--- config.mk ---
export PLATFORM = sky130hd
export DESIGN_NAME = fetch_stage
export DESIGN_NICKNAME = d
export VERILOG_FILES = /design/src/rtl/fetch_stage.sv
export SDC_FILE = /design/constraint.sdc
export NUM_CORES = 1
export LEC_CHECK = 0
export BUFFER_PORTS_ARGS = -buffer_cell sky130_fd_sc_hd__buf_2
export CAP_MARGIN = 20
export CORE_MARGIN = 3
export CORE_UTILIZATION = 48
export CTS_CLUSTER_SIZE = 8
export DETAILED_ROUTE_END_ITERATION = 8
export GPL_ROUTABILITY_DRIVEN = 0
export GPL_TIMING_DRIVEN = 0
export PLACE_DENSITY = 0.76
export SYNTH_ARGS = -nofsm -noshare
export SYNTH_HDL_FRONTEND = slang
export SYNTH_SLANG_ARGS = --single-unit
--- constraint.sdc ---
create_clock -name clk -period 1.6 [get_ports clk]
set_input_delay 0.08 -clock clk [delete_from_list [all_inputs] [get_ports clk]]
set_output_delay 0.08 -clock clk [all_outputs]
set_load 0.05 [all_outputs]
--- src/rtl/fetch_stage.sv ---
// IF stage: owns the PC, issues I-cache reads and loads the IF/ID register (FETCH_PERF_EN adds perf counters).
// Latency: an instruction reaches IF/ID on the edge its imem_resp is seen; a 1-cycle hit sustains 1 instr/cycle.
// Backpressure: load_if_id=0 parks a returned word in a one-entry hold buffer and drops imem_read until released.
module fetch_stage #(
    parameter logic [31:0] RESET_PC  = 32'h4000_0000,
    parameter logic [31:0] NOP_INSTR = 32'h0000_0013
) (
    input  logic        clk,
    input  logic        rst,
    input  logic        load_if_id,
    input  logic        redirect_valid,
    input  logic [31:0] redirect_pc,
    output logic [31:0] imem_address,
    output logic        imem_read,
    input  logic [31:0] imem_rdata,
    input  logic        imem_resp,
    output logic [31:0] if_id_pc,
    output logic [31:0] if_id_ir,
    output logic        if_id_valid,
    output logic        if_busy,
    output logic [31:0] perf_fetched,
    output logic [31:0] perf_stall_cycles
);

    typedef enum logic [1:0] {
        REQ  = 2'b00,
        HOLD = 2'b01,
        DROP = 2'b10
    } state_t;

    state_t      state, state_nxt;
    logic [31:0] pc, pc_nxt;
    logic [31:0] pend_pc, pend_pc_nxt;
    logic [31:0] hold_pc, hold_pc_nxt;
    logic [31:0] hold_ir, hold_ir_nxt;
    logic [31:0] if_id_pc_nxt, if_id_ir_nxt;
    logic        if_id_valid_nxt;
    logic        resp_mask;
    logic        resp_ok;
    logic        deliver;
    logic [31:0] dlv_pc, dlv_ir;

    // A response in the first cycle out of reset belongs to a pre-reset request.
    assign resp_ok = imem_resp & ~resp_mask;

    always_ff @(posedge clk) begin
        if (rst) begin
            state       <= REQ;
            pc          <= RESET_PC;
            pend_pc     <= '0;
            hold_pc     <= '0;
            hold_ir     <= '0;
            if_id_pc    <= '0;
            if_id_ir    <= NOP_INSTR;
            if_id_valid <= 1'b0;
            resp_mask   <= 1'b1;
        end else begin
            state       <= state_nxt;
            pc          <= pc_nxt;
            pend_pc     <= pend_pc_nxt;
            hold_pc     <= hold_pc_nxt;
            hold_ir     <= hold_ir_nxt;
            if_id_pc    <= if_id_pc_nxt;
            if_id_ir    <= if_id_ir_nxt;
            if_id_valid <= if_id_valid_nxt;
            resp_mask   <= 1'b0;
        end
    end

    always_comb begin
        state_nxt   = state;
        pc_nxt      = pc;
        pend_pc_nxt = pend_pc;
        hold_pc_nxt = hold_pc;
        hold_ir_nxt = hold_ir;
        deliver     = 1'b0;
        dlv_pc      = pc;
        dlv_ir      = imem_rdata;

        case (state)
            REQ: begin
                if (redirect_valid) begin
                    if (resp_ok) begin
                        pc_nxt = redirect_pc;
                    end else begin
                        // The outstanding read must complete at the old address first.
                        pend_pc_nxt = redirect_pc;
                        state_nxt   = DROP;
                    end
                end else if (resp_ok) begin
                    if (load_if_id) begin
                        deliver = 1'b1;
                        pc_nxt  = pc + 32'd4;
                    end else begin
                        hold_pc_nxt = pc;
                        hold_ir_nxt = imem_rdata;
                        state_nxt   = HOLD;
                    end
                end
            end
            HOLD: begin
                if (redirect_valid) begin
                    pc_nxt    = redirect_pc;
                    state_nxt = REQ;
                end else if (load_if_id) begin
                    deliver   = 1'b1;
                    dlv_pc    = hold_pc;
                    dlv_ir    = hold_ir;
                    pc_nxt    = pc + 32'd4;
                    state_nxt = REQ;
                end
            end
            DROP: begin
                if (resp_ok) begin
                    pc_nxt    = redirect_valid ? redirect_pc : pend_pc;
                    state_nxt = REQ;
                end else if (redirect_valid) begin
                    pend_pc_nxt = redirect_pc;
                end
            end
            default: begin
                pc_nxt    = RESET_PC;
                state_nxt = REQ;
            end
        endcase
    end

    always_comb begin
        if_id_pc_nxt    = if_id_pc;
        if_id_ir_nxt    = if_id_ir;
        if_id_valid_nxt = if_id_valid;
        if (redirect_valid) begin
            if_id_ir_nxt    = NOP_INSTR;
            if_id_valid_nxt = 1'b0;
        end else if (load_if_id) begin
            if (deliver) begin
                if_id_pc_nxt    = dlv_pc;
                if_id_ir_nxt    = dlv_ir;
                if_id_valid_nxt = 1'b1;
            end else begin
                if_id_ir_nxt    = NOP_INSTR;
                if_id_valid_nxt = 1'b0;
            end
        end
    end

    assign imem_address = pc;
    assign imem_read    = (state != HOLD);
    assign if_busy      = ((state == REQ) && !resp_ok) || (state == DROP);

`ifdef FETCH_PERF_EN
    logic [31:0] fetched_q, stall_q;

    always_ff @(posedge clk) begin
        if (rst) begin
            fetched_q <= '0;
            stall_q   <= '0;
        end else begin
            if (deliver) fetched_q <= fetched_q + 32'd1;
            if (if_busy) stall_q   <= stall_q + 32'd1;
        end
    end

    assign perf_fetched      = fetched_q;
    assign perf_stall_cycles = stall_q;
`else
    assign perf_fetched      = '0;
    assign perf_stall_cycles = '0;
`endif

endmodule
======== After elaboration in Yosys (flattened, before gate mapping) ========
Index checks and enable logic that the tools add are counted.
storage, ports and cells
  bits in registers ....................... 196
  bits in latches ......................... 0
  memory bits (writable) .................. 0
  bits in read-only memories .............. 0
  input port bits ......................... 69
  output and inout bits ................... 163
  word-level logic and storage cells ...... 67
  memories kept ........................... 0
cells by class
  add/subtract/negate cells ............... 1
  $mul .................................... 0
  divide/modulo/power cells ............... 0
  $lt $le $gt $ge ......................... 0
  equality and inequality tests ........... 12
  shift-type cells ........................ 0
  mux-type cells .......................... 30
  bitwise gates (word level) .............. 4
  reductions and logical operators ........ 11
operators with widths
  operator                                                         number
  32-bit 2-to-1 mux                                                13
  32-bit one-hot mux with 3 select lines                           1
  32-bit one-hot mux with 2 select lines                           1
  32-bit by 3-bit adder with 32-bit output, second input constant  1
  2-bit 2-to-1 mux                                                 7
  3-bit != test, second input constant                             4
  2-bit != test, second input constant                             5
  4-bit AND reduction                                              2
  1-bit 2-to-1 mux                                                 6
  2-bit one-hot mux with 3 select lines                            1
  5-bit AND reduction                                              1
  1-bit inverter                                                   3
  3-bit AND reduction                                              1
  2-bit by 1-bit == test with 1-bit output, second input constant  1
  2-bit == test, second input constant                             1
  2-bit logical NOT                                                1
  2-bit by 1-bit != test with 1-bit output, second input constant  1
  1-bit one-hot mux with 2 select lines                            1
  2-bit AND reduction                                              1
  2-bit nonzero test                                               1
  2-bit OR reduction                                               1
  1-bit bitwise AND                                                1
  1-bit logical AND                                                1
  1-bit logical NOT                                                1
  1-bit logical OR                                                 1

======== Logic depth before layout (Yosys ltp) ========
  depth after elaboration ................. 6
  depth in mapped cells ................... 9
  mapped depth without buffers ............ 6

======== Worst setup path after synthesis ========
Ideal clock, no wire load.
  path type ............................... reg2reg
  from .................................... register pc[22], in the netlist imem_address[22]
  to ...................................... register pc[27], in the netlist imem_address[27]
  setup time .............................. 0.120 ns
  data arrival time ....................... 1.984 ns
  required time ........................... 1.480 ns
  slack ................................... -0.504 ns
  stages on the path, launching flop included .. 7
  buffers on the path ..................... 1
  clock period less this slack ............ 2.104 ns
  cell sequence ........................... dfxtp_1 buf_2 nand3_1 nor4_4 nand3_1 a31o_1 a211o_1
on the way
  longest elaborated chain between the ends .. 5
  elaborated cells on any way between the ends .. 6
  classes of those cells .................. add/sub (1); mux (5)
RTL lines
  item                                          line     source
  start, declared                               32       logic [31:0] pc, pc_nxt;
  start signal, assigned                        59       pc <= pc_nxt;
  32-bit by 3-bit adder with 32-bit output (*)  93, 109
  32-bit 2-to-1 mux (*)                         91, 105
  32-bit 2-to-1 mux                             90       end else if (resp_ok) begin
  32-bit 2-to-1 mux                             82       if (redirect_valid) begin
  32-bit one-hot mux with 3 select lines (*)    80       case (state)
Mark *: on every way between the ends. The rest lies on a longest branch, timed or not. The select of a mux whose other input is x is not followed.
A chain may end at the register's enable or synchronous reset.

======== Worst setup path after layout ========
  from .................................... register state[1]
  to ...................................... register if_id_pc[9]
on the way
  longest elaborated chain between the ends .. 3
  elaborated cells on any way between the ends .. 5
  classes of those cells .................. eq/ne (1); mux (2); reduce/logical (2)
RTL lines
  item                                                                           line  source
  start, declared                                                                31    state_t state, state_nxt;
  start signal, assigned                                                         58    state <= state_nxt;
  2-bit by 1-bit == test with 1-bit output or 2-bit logical NOT (tied branches)  80
  1-bit one-hot mux with 2 select lines                                          80
  3-bit AND reduction (no line)                                                  n/a
  end signal, assigned                                                           63    if_id_pc <= if_id_pc_nxt;
  end, declared                                                                  17    output logic [31:0] if_id_pc,
Parallel ways exist; a longest one is shown, timed or not.

==> results.cfg <==
[drt]
wl_met2_um = 16700
route.met3.wl_um = 4150
drtPass1Iterations = 8
highest_layer = met4
drt_iter0_markers = 1446
wl_met1_um = 13600
routed_via_density = 5.81
wl_per_cell_um = 19.1
ant_nets = 0
drc = 0
routed_wl_um = 36600
dr_total_vias = 11100

[finish]
num_antenna_cells = 0
syn2layout_area_growth_pct = 50.5
fin_area_sq_mm = 0.0140
layout-drive-gt1-share_pct = 36.4
final_util_pct = 74.3
stdcell_count = 1916
num-fill-cells = 1258
multiInputGateArea_sq_mm = 0.00550
regArea_sq_mm = 0.00402
final_nets = 1713

[timing]
worstMarginPinSlew_ns = 0.872
slew_headroom_pct = 41.9
finalMaxSlewViolations = 0
tns_ns = -13.27
fin_crit_sh_pct = 115
setup_viol = 129
max_freq_mhz = 544
fin_worst_skew_ns = 0.0110
hold_viol = 0
rsz0062_at_grt = true
setup_ws_ns = -0.240
period_needed_ns = 1.84

[floorplanning]
placementRows = 50
die_w_um = 145
coreArea_sq_mm = 0.0188
io_pins = 232
initial_utilization_pct = 49.3
die_area_sq_mm = 0.0211
die_h_um = 145

[global_route]
grtUsageTotal_pct = 29.7
gr-total-overflow = 0
grt_pass1_vias = 9872
antenna_found_initial = 0
grt_start_max_net_pins = 19
grt_pass1_wl_um = 51400

[critical_path]
critPathArrivalTime_ns = 2.19
path_max_fanout = 4
cp-endpoint = if_id_pc[9]
start_kind = register
required_ns = 1.95
end_kind = register
path_class = reg2reg
critical_path.startpoint = state[1]
reg2regPathDepth = 9
reg2reg_to = if_id_pc[9]
r2r-start = state[1]
reg2reg_slack_ns = -0.24

[clock_tree]
cts_tree = yes
clk_latency_ns = 0.46
clock_path_buffers = 2
htree_levels = 4
path_clk_slew_ns = 0.08
cts_made_buffers = 17
root_buffer = clkbuf_16
clock_sink_count = 196

[run_status]
status = finished, violations left
violations = setup timing

[logic_synthesis]
synth_area_per_cell_sq_um = 7.38
synthArstFlopShare_pct = 0
ys_warn_count = 0
synth_edf_count = 0
postSynthCellCount = 1259
synth_flop_cell = dfxtp_1
synth_top_area_share_pct = 42.2
synth_sequential_area_ratio_pct = 42.2
synth_area_sq_mm = 0.00929
synth_area_leader_cell = dfxtp_1
yosys-top-cells-area = dfxtp_1 (42%), nand2_1 (14%), a21oi_1 (9.8%)
yosysMostFrequentCell = nand2_1
synth_commonest_cells = nand2_1 (349), dfxtp_1 (196), a21oi_1 (182)
synth_cell_type_count = 65
ys_ff_latch = 196

[power_and_ir_drop]
power.density_mw_per_mm2 = 860
irDropWorstVdd_uv = 786
p_leak_nw = 6.09

[placed_design]
place_inst = 1747
portBuffers = 165
dpl.hpwl_um = 21500
place_ws_ns = -0.570
postPlaceCellArea_sq_mm = 0.0108

[run]
timing.max_cap.violations = 0

[hold_path]
holdCritPathClass = in2reg
[cells in the final DEF, fill, tap and decap left out, types with 6 or more instances in the layout]
cell and instances:
buf_2 165, a21oi_2 50, clkbuf_1 31, nor2_1 97
clkbuf_2 19, buf_8 19, nand2_1 298, nor3_1 6
a21oi_1 131, inv_1 9, dfxtp_1 168, dfxtp_4 25
nand3_1 10, nor2_2 11, clkbuf_16 27, nand2_4 35
clkbuf_4 10, nand2_2 17, buf_6 15, xor2_1 6
buf_4 129, conb_1 64, and3_1 7, nor2_4 12
dlygate4sd3_1 66, o32ai_1 7, a22oi_1 15, nand4_1 12
o21ai_0 33, a311oi_2 9, a311oi_1 28
[worst min path at each step]
stage               cells past startpoint  slack (ns)       start           to
global placement                        1        0.25         rst    resp_mask
finish                                  3        0.04  load_if_id  if_id_ir[0]
global route                            3        0.02  load_if_id  if_id_ir[0]
detailed placement                      1        0.27         rst    resp_mask
floorplan                               0        0.11         rst    resp_mask
CTS                                     3       0.003  load_if_id  if_id_ir[0]
[worst max-delay path, cell delays in order (launching register included)]
cell,delay [ns]
dfxtp_2,0.34
or2_1,0.23
buf_6,0.15
buf_8,0.13
nor3_4,0.13
buf_6,0.16
clkbuf_16,0.15
buf_4,0.10
nor2_1,0.04
a311oi_1,0.29
[routing by layer]
layer / up-vias / GRT usage, %
met5: - / 0
li1: 4977 / -
met3: 246 / 7.68
met1: 5034 / 37.7
met2: 878 / 46.3
met4: 0 / 16.0
[flip-flops by register name, summed over array words and instances (netlist names)]
register	cells
state	2
if_id_pc	32
hold_pc	32
hold_ir	32
if_id_valid	1
resp_mask	1
imem_address	32
pend_pc	32
if_id_ir	32
[per-stage QoR]
step	hold WS, ns	total power (W)
3_5_place_dp	0.266	0.00722
3_3_place_gp	0.255	0.00719
2_1_floorplan	0.108	0.00671
5_1_grt	0.0246	0.0123
6_report	0.0426	0.0120
4_1_cts	0.00267	0.0117
[final cells by class]
| cell class | instances | share of cell area (%) |
|---|---|---|
| clock inverter | 14 | 1.01 |
| tap | 260 | 2.33 |
| sequential | 196 | 28.8 |
| clock buffer | 18 | 3.07 |
| timing repair buffer | 308 | 16.3 |
| multi-input combinational | 950 | 39.3 |
| buffer | 158 | 8.83 |
| inverter | 12 | 0.376 |
[cells by family after synthesis]
group / Yosys count / share of synthesized area [%]
and+or+nand+nor: 546 / 24.8
AOI/OAI and AO/OA: 332 / 21.7
DFF: 196 / 42.2
buffers and inverters: 177 / 10.6
xor gates and xnor gates: 6 / 0.566
adders and majority gates: 1 / 0.135
other: 1 / 0.0404
[timing repair]
action | in CTS | in global routing
endpoints found under the hold margin | 69 | 0
buffers inserted | 40 | 25
resized for setup | 177 | 215
endpoints found under the setup margin | 195 | 188
cloned | 8 | 5
pin swaps | 30 | 107
hold buffers | 66 | 0
[where the power goes]
group	internal, W	switching, W	total, W
sequential	0.00503	0.000205	0.00523
clock	0.00220	0.00211	0.00431
combinational	0.000848	0.00164	0.00249
total	0.00807	0.00396	0.0120
(Power assumes the default switching activity.)
